## config.mk

```make
export PLATFORM = sky130hd
export DESIGN_NAME = mem_access_unit
export DESIGN_NICKNAME = d
export VERILOG_FILES = /design/src/rtl/mau_pkg.sv /design/src/rtl/mem_access_unit_load_align.sv /design/src/rtl/mem_access_unit.sv
export SDC_FILE = /design/constraint.sdc
export NUM_CORES = 1
export LEC_CHECK = 0
export BUFFER_PORTS_ARGS = -buffer_cell sky130_fd_sc_hd__buf_4
export CAP_MARGIN = 15
export CORE_MARGIN = 4
export CORE_UTILIZATION = 40
export CTS_CLUSTER_DIAMETER = 40
export DETAILED_ROUTE_END_ITERATION = 10
export PLACE_DENSITY = 0.77
export SLEW_MARGIN = 20
export SYNTH_ARGS = -nofsm -noshare
export SYNTH_HDL_FRONTEND = slang
export SYNTH_HIERARCHICAL = 1
export SYNTH_SLANG_ARGS = --single-unit
```

## constraint.sdc

```tcl
create_clock -name clk -period 4.9 [get_ports clk]
set_input_delay 0.98 -clock clk [delete_from_list [all_inputs] [get_ports clk]]
set_output_delay 0.98 -clock clk [all_outputs]
set_load 0.1 [all_outputs]
```

## src/rtl/mau_pkg.sv

```systemverilog
// -----------------------------------------------------------------------------
// mau_pkg
// Shared definitions for the load/store unit (mem_access_unit):
//   - RISC-V funct3 encodings for loads/stores
//   - FSM state enum
//   - byte-lane mask width and a lane-mask helper used by the store merge
// -----------------------------------------------------------------------------
package mau_pkg;

   localparam logic [2:0] F3_B  = 3'b000;
   localparam logic [2:0] F3_H  = 3'b001;
   localparam logic [2:0] F3_W  = 3'b010;
   localparam logic [2:0] F3_BU = 3'b100;
   localparam logic [2:0] F3_HU = 3'b101;

   // One enable bit per byte lane of a 32-bit word.
   localparam int unsigned MAU_BE_W = 4;

   typedef enum logic {
      IDLE,
      RMW_WR
   } mau_state_e;

   // Byte lanes touched by an access of the given size at the given offset.
   // Halfwords select their lane pair by addr[1] only, so addr[0] is ignored.
   function automatic logic [MAU_BE_W-1:0] be_mask(input logic [2:0] f3,
                                                   input logic [1:0] a);
      logic [MAU_BE_W-1:0] m;
      case (f3)
         F3_B, F3_BU: m = MAU_BE_W'(1) << a;
         F3_H, F3_HU: m = a[1] ? 4'b1100 : 4'b0011;
         default:     m = 4'b1111;
      endcase
      return m;
   endfunction

endpackage

```

## src/rtl/mem_access_unit_load_align.sv

```systemverilog
// -----------------------------------------------------------------------------
// mau_load_align
// Combinational load-data aligner: picks the addressed byte/halfword out of a
// memory word and sign- or zero-extends it according to funct3.
// Ports:
//   word_i    in  32  raw memory word
//   addr_i    in  2   byte offset within the word
//   funct3_i  in  3   load type (B, H, W, BU, HU)
//   data_o    out 32  aligned, extended load result
// -----------------------------------------------------------------------------
module mau_load_align
   import mau_pkg::*;
(
   input  logic [31:0] word_i,
   input  logic [1:0]  addr_i,
   input  logic [2:0]  funct3_i,
   output logic [31:0] data_o
);

   logic [7:0]  byte_sel;
   logic [15:0] half_sel;

   always_comb begin
      byte_sel = word_i[{addr_i, 3'b000} +: 8];
      half_sel = addr_i[1] ? word_i[31:16] : word_i[15:0];
      case (funct3_i)
         F3_B:    data_o = {{24{byte_sel[7]}}, byte_sel};
         F3_BU:   data_o = {24'b0, byte_sel};
         F3_H:    data_o = {{16{half_sel[15]}}, half_sel};
         F3_HU:   data_o = {16'b0, half_sel};
         default: data_o = word_i;
      endcase
   end

endmodule

```

## src/rtl/mem_access_unit.sv

```systemverilog
// -----------------------------------------------------------------------------
// mem_access_unit
// Load/store unit between execute and a word-organised data memory
// (combinational read, posedge write). Loads return extended data one cycle
// after acceptance; SW writes in one cycle; SB/SH run a read-modify-write
// (read+merge in IDLE, write in RMW_WR with stall raised).
// Optional feature macro: MAU_MISALIGN_CHECK_EN -- when defined, misaligned
// H/HU/SH and W/SW accesses fault instead of silently dropping low address bits.
// Ports:
//   clk, rst_n                 clock, asynchronous active-low reset
//   req_valid/write/funct3/addr/wdata   request from execute
//   stall                      request not accepted this cycle
//   rsp_valid, rsp_rdata       load response (one-cycle pulse)
//   fault                      illegal/misaligned request (one-cycle pulse)
//   mem_read, mem_write, mem_addr, mem_wdata, mem_rdata   data-memory port
// -----------------------------------------------------------------------------
module mem_access_unit
   import mau_pkg::*;
#(
   parameter int ADDR_W = 6,
   parameter int DATA_W = 32
) (
   input  logic              clk,
   input  logic              rst_n,
   input  logic              req_valid,
   input  logic              req_write,
   input  logic [2:0]        req_funct3,
   input  logic [ADDR_W-1:0] req_addr,
   input  logic [DATA_W-1:0] req_wdata,
   output logic              stall,
   output logic              rsp_valid,
   output logic [DATA_W-1:0] rsp_rdata,
   output logic              fault,
   output logic              mem_read,
   output logic              mem_write,
   output logic [ADDR_W-1:0] mem_addr,
   output logic [DATA_W-1:0] mem_wdata,
   input  logic [DATA_W-1:0] mem_rdata
);

   mau_state_e        state_q, state_d;
   logic [DATA_W-1:0] merge_q, merge_d;
   logic [ADDR_W-1:0] addr_q, addr_d;
   logic [DATA_W-1:0] rsp_rdata_q, rsp_rdata_d;
   logic              rsp_valid_q, rsp_valid_d;
   logic              fault_q, fault_d;

   logic              rd_en, wr_en;
   logic              illegal, misalign;
   logic [DATA_W-1:0] ld_data;
   logic [ADDR_W-1:0] req_word_addr;

   // Replace the target lane(s) of the old word with the store data.
   function automatic logic [DATA_W-1:0] merge_lane(input logic [DATA_W-1:0] old,
                                                    input logic [DATA_W-1:0] wd,
                                                    input logic [2:0]        f3,
                                                    input logic [1:0]        a);
      logic [MAU_BE_W-1:0] be;
      logic [DATA_W-1:0]   src;
      logic [DATA_W-1:0]   m;
      be  = be_mask(f3, a);
      src = (f3 == F3_B) ? {4{wd[7:0]}} : {2{wd[15:0]}};
      m   = old;
      for (int i = 0; i < MAU_BE_W; i++) begin
         if (be[i]) m[8*i +: 8] = src[8*i +: 8];
      end
      return m;
   endfunction

   assign req_word_addr = {req_addr[ADDR_W-1:2], 2'b00};

   always_comb begin
      if (req_write)
         illegal = !(req_funct3 inside {F3_B, F3_H, F3_W});
      else
         illegal = !(req_funct3 inside {F3_B, F3_H, F3_W, F3_BU, F3_HU});
`ifdef MAU_MISALIGN_CHECK_EN
      misalign = ((req_funct3 == F3_H || req_funct3 == F3_HU) && req_addr[0]) ||
                 ((req_funct3 == F3_W) && (req_addr[1:0] != 2'b00));
`else
      misalign = 1'b0;
`endif
   end

   mau_load_align u_load_align (
      .word_i   (mem_rdata),
      .addr_i   (req_addr[1:0]),
      .funct3_i (req_funct3),
      .data_o   (ld_data)
   );

   always_comb begin
      state_d     = state_q;
      merge_d     = merge_q;
      addr_d      = addr_q;
      rsp_rdata_d = rsp_rdata_q;
      rsp_valid_d = 1'b0;
      fault_d     = 1'b0;
      stall       = 1'b0;
      rd_en       = 1'b0;
      wr_en       = 1'b0;
      mem_addr    = req_word_addr;
      mem_wdata   = req_wdata;
      case (state_q)
         IDLE: begin
            if (req_valid) begin
               if (illegal || misalign) begin
                  fault_d = 1'b1;
               end else if (!req_write) begin
                  rd_en       = 1'b1;
                  rsp_valid_d = 1'b1;
                  rsp_rdata_d = ld_data;
               end else if (req_funct3 == F3_W) begin
                  wr_en = 1'b1;
               end else begin
                  rd_en   = 1'b1;
                  merge_d = merge_lane(mem_rdata, req_wdata, req_funct3, req_addr[1:0]);
                  addr_d  = req_word_addr;
                  state_d = RMW_WR;
               end
            end
         end
         RMW_WR: begin
            stall     = 1'b1;
            wr_en     = 1'b1;
            mem_addr  = addr_q;
            mem_wdata = merge_q;
            state_d   = IDLE;
         end
         default: state_d = IDLE;
      endcase
   end

   // Reset gates the enables combinationally so no access leaks out while held.
   assign mem_read  = rst_n & rd_en;
   assign mem_write = rst_n & wr_en;

   always_ff @(posedge clk or negedge rst_n) begin
      if (!rst_n) begin
         state_q     <= IDLE;
         merge_q     <= '0;
         addr_q      <= '0;
         rsp_rdata_q <= '0;
         rsp_valid_q <= 1'b0;
         fault_q     <= 1'b0;
      end else begin
         state_q     <= state_d;
         merge_q     <= merge_d;
         addr_q      <= addr_d;
         rsp_rdata_q <= rsp_rdata_d;
         rsp_valid_q <= rsp_valid_d;
         fault_q     <= fault_d;
      end
   end

   assign rsp_valid = rsp_valid_q;
   assign rsp_rdata = rsp_rdata_q;
   assign fault     = fault_q;

endmodule

```

# Yosys cells after proc, flatten, opt, wreduce, memory -nomap -nowiden
# Cells that the tools add are included.
# totals
ff_bits	71
inputBits	77
output_inout_bits	75
elab_cells	66
# op_classes
eq_ne	4
n_shift	2
n_mux	39
n_bitwise	6
n_reduce_logical	9
# ops
cell	n
$pmux 32 s4	1
$mux 32	2
$mux 8	4
$shiftx 32x6->8	1
$mux 4	6
$mux 1	21
$mux 16	1
$pmux 4 s2	1
$eq 3x3->1 const B	2
$mux 6	1
$reduce_and 5->1	1
$reduce_bool 5->1	1
$not 1->1	4
$pmux 1 s2	2
$reduce_and 4->1	1
$reduce_or 2->1	2
$shl 1x2->4 const A	1
$eq 3x1->1 const B	1
$eq 3x2->1 const B	1
$logic_not 3->1	1
$reduce_bool 3->1	1
$and 1x1->1	2
$logic_not 1->1	2

# Logic depth before layout (Yosys ltp)
# logic_depth
ltp_word	9
ltp_mapped	6
depth_no_buf	5

# By module
# The synthesis kept the hierarchy.
# modules_own_cells
module	n_inst	cells_each	area_per_inst_um2	seq_area_each_um2
mem_access_unit	1	301	3698.5	1776.7
mau_load_align	1	96	845.8	0.0

# Worst setup path after synthesis
# No wires, ideal clock.
# synth_timing
kind	in2out
from	input req_funct3[0]
to	output mem_read
t_arrival_ns	3.553
required_time_ns	3.920
path_slack_ns	0.367
cell_stages	4
n_path_buf	0
cell_sequence	or2_4 nor2_1 nor2_1 nor3b_1
# synth_between
elab_chain_cells	8
word_cells_on_any_way	16
classes_between	4 x eq/ne; 6 x mux; 1 x bitwise; 5 x reduce/logical
# synth_rtl
element	line	source
from (decl)	mem_access_unit.sv:27	input logic [2:0] req_funct3,
$eq 3x1->1 (tied with other cells)	mem_access_unit.sv:74, mem_access_unit.sv:76	
$reduce_bool 5->1 / $reduce_bool 3->1 (equally long branches)	mem_access_unit.sv:76, mem_access_unit.sv:74	
$logic_not 1->1, on equally long branches	mem_access_unit.sv:76, mem_access_unit.sv:74	
$mux 1	mem_access_unit.sv:73	if (req_write)
$mux 1 *	mem_access_unit.sv:107	if (illegal || misalign) begin
$mux 1 *	mem_access_unit.sv:106	if (req_valid) begin
$mux 1 *	mem_access_unit.sv:104	case (state_q)
$and 1x1->1 *	mem_access_unit.sv:135	assign mem_read = rst_n & rd_en;
to (decl)	mem_access_unit.sv:34	output logic mem_read,
# Every way passes the cells marked *; elsewhere a longest branch is shown, timed or not.

# Final worst setup path
# layout_timing
from	register state_q
to	output mem_wdata[24]
# layout_between
elab_chain_cells	1
# layout_rtl
element	line	source
from (decl)	mem_access_unit.sv:41	mau_state_e state_q, state_d;
from (signal assigned)	mem_access_unit.sv:147	state_q <= state_d;
$mux 32	mem_access_unit.sv:104	
to (decl)	mem_access_unit.sv:37	output logic [DATA_W-1:0] mem_wdata,
# No other way between the ends.

==> impl_results.md <==
- CP Class: reg -> out
- Syn Inst Count: 397
- Worst path max stage delay: 1.00 ns
- Lkg Pwr: 2.93 nW
- Final setup fails: 0
- Die Width: 115 um
- Routed vias/inst: 5.50
- Post-Place Cells: 659
- Non-Filler Instances: 675
- Minimum clock period: 3.29 ns
- Clock sink total: 71
- Most common cell after layout, fill and taps aside: buf_4
- Design Power: 0.00272 W
- Endpoints failing hold: 0
- Number of global-route vias before repair: 3762
- Core area: 11000 um^2
- Crit-path max FO: 27
- Reg clk slew, reported paths: 0.05 ns
- Register bit total from synthesis: 71
- Port Buf Inserts: 149
- CTS Buf Count: 9
- 1st-iter DRT viols: 293
- Final Max Tran Viols: 0
- Layout cells sized above 1: 50.5%
- Peak-usage layer in the global routing report: met2
- Setup slack, reg-to-reg: 2.28 ns
- Ys Warns: 6
- Synth cell types: 43
- Antenna violations before repair: 0
- CTS tree: done
- Clock skew: 0.00601 ns
- Post-cts sizing count: 0
- # diodes: 0
- Max Cap Viol: 0
- DRC: 0
- Postcts setup bufs: 0
- Avg Cell Area, Syn: 11.4 um^2
- CP max-delay cell: dfrtp_1
- GPL Wtd Cong: 0.935
- Hold-fix buffer count after cts: 0
- Most used cell, CP: buf_4
- Max H-tree Level: 3
- Met3 GRT Util: 5.18%
- WP buf/inv: 2
- I/O pins: 152
- Top FF cell, synth: dfrtp_1
- Fill cells: 963
- Crit path launch type: flop
- Area growth, synth to finish: 31.2%
- First-pass GRT wire length: 21100 um
- Worst-Skew Late Latency: 0.34 ns
- Row cnt: 38
- Final TNS setup: 0 ns
- VDD IR max: 0.275 mV
- Register area share after synthesis: 39.1%
- Final #Nets: 607
- Max Freq: 304 MHz
- GRT Resource Usage Total: 20.9%
- Post-synth EDFFs: 0
- RSZ-0062 raised after global routing: no
- Clock Tree Buf Depth: 2
- CTS root buf: clkbuf_16
- Critical Path End Type: output pin
- Via count: 3714
- DRT Pass-1 Iters: 5
- Power Dens Cells: 456 nW/um^2
- Final antenna-violating net count: 0
- Worst slew pin tran: 1.02 ns
- Sequential Area: 1780 um^2
- Crit path required time: 3.92 ns
- Largest net degree at the start of global routing: 68
- Worst min path class: reg -> reg
- Chip height: 115 um
- Area of the multi-input gates: 2530 um^2
- Routing usage on met1: 28.1%
- CP Cell Sequence: buf_4 > mux2_2 > buf_4
- Mapped Area: 4540 um^2
- Post-synthesis async set-or-reset flop share: 100%
- Status: complete, no violations
- Final period util: 67.0%
- HPWL Detailed: 10300 um
- WL/cell: 20.1 um
- Initial core utilization: 41.4%
- Die Area: 13100 um^2
- Cell family with most CP delay: flip-flops
- Most frequent cells in the layout: buf_4 (151), dfrtp_1 (71), mux2_2 (50)
- Final wirelength: 13600 um
- Critical Path AT: 2.31 ns
- Grt met2 use: 32.8%
- Slew HR: 31.8%
- Total grt overflow: 0
[worst min-delay path, cell delays in order (launching register included)]
cell and delay, ns:
dfrtp_1 0.33, nand2_1 0.05, nand2_1 0.06
[cell families (layout without fill, tap and decap cells)]
family / after synthesis / after routing / share of synthesized area [%]
AOI/OAI and AO/OA: 89 / 89 / 16.0
buffers and inverters: 35 / 172 / 5.31
DFF: 71 / 71 / 39.1
muxes: 117 / 117 / 30.5
other: 1 / 2 / 0.0825
and+or+nand+nor: 84 / 84 / 9.03
[routing by layer]
| metal | up-vias | part of all wire (%) |
|---|---|---|
| met4 | 0 | 1.5 |
| met1 | 1828 | 42 |
| li1 | 1715 | - |
| met3 | 16 | 8.3 |
| met2 | 155 | 48 |
| met5 | - | 0 |
[power breakdown]
part | internal, W | total [W] | switching, W
Sequential | 0.000713 | 0.000794 | 0.0000807
Combinational | 0.000335 | 0.00121 | 0.000873
Clock | 0.000473 | 0.000715 | 0.000242
[worst paths after layout]
kind,start,to,depth (start not counted)
max,state_q$_DFF_PN0_,mem_wdata[24],3
min,addr_q[5]$_DFFE_PN0P_,addr_q[5]$_DFFE_PN0P_,2
max reg2reg,state_q$_DFF_PN0_,rsp_rdata[14]$_DFFE_PN0P_,3
min reg2reg,addr_q[5]$_DFFE_PN0P_,addr_q[5]$_DFFE_PN0P_,2
max in group asynchronous,rst_n,addr_q[4]$_DFFE_PN0P_,2
min in group asynchronous,rst_n,merge_q[12]$_DFFE_PN0P_,1
[state kept, by name (all words and copies together) (netlist names)]
| name | flops |
|---|---|
| addr_q | 4 |
| fault | 1 |
| merge_q | 32 |
| rsp_rdata | 32 |
| rsp_valid | 1 |
| state_q | 1 |
[per-stage QoR]
step | hold WS, ns | util (%) | instance area (um^2) | setup slack [ns]
final | 0.471 | 54.3 | 5960 | 1.61
after global routing | 0.486 | 54.3 | 5960 | 1.50
after CTS | 0.473 | 54.3 | 5960 | 1.58
after detailed placement | 0.460 | 51.3 | 5640 | 1.83
after global placement | 0.459 | 51.3 | 5640 | 1.86
after floorplan | 0.439 | - | 4550 | 0.367
[synthesized netlist by cell type, types with 3 or more instances]
library cell	count	share of area, %
nor2_1	9	0.74
o221ai_1	5	0.96
a221o_1	6	1.3
a21oi_1	8	0.88
buf_2	4	0.44
dfrtp_1	71	39
clkbuf_1	9	0.74
a2bb2oi_2	14	4.6
nand2b_1	3	0.41
mux2i_1	37	8.1
mux2_2	50	12
nand2_1	49	4.0
nor2b_1	10	1.4
buf_6	11	2.7
a2bb2oi_1	6	1.2
mux2_4	30	9.9
buf_4	6	0.99
o21ai_0	22	2.4
o21ai_1	12	1.3
inv_1	4	0.33
o21a_1	4	0.66
[area by class of cell]
cell class                      count  area share (%)
Clock inverter                      3            1.09
Multi-Input combinational cell    292            42.5
Tap cell                          140            2.94
Inverter                            5           0.315
Sequential cell                    71            29.8
Timing Repair Buffer              151            19.0
Clock buffer                       13            4.37
Power figures use the tool's default switching activity.
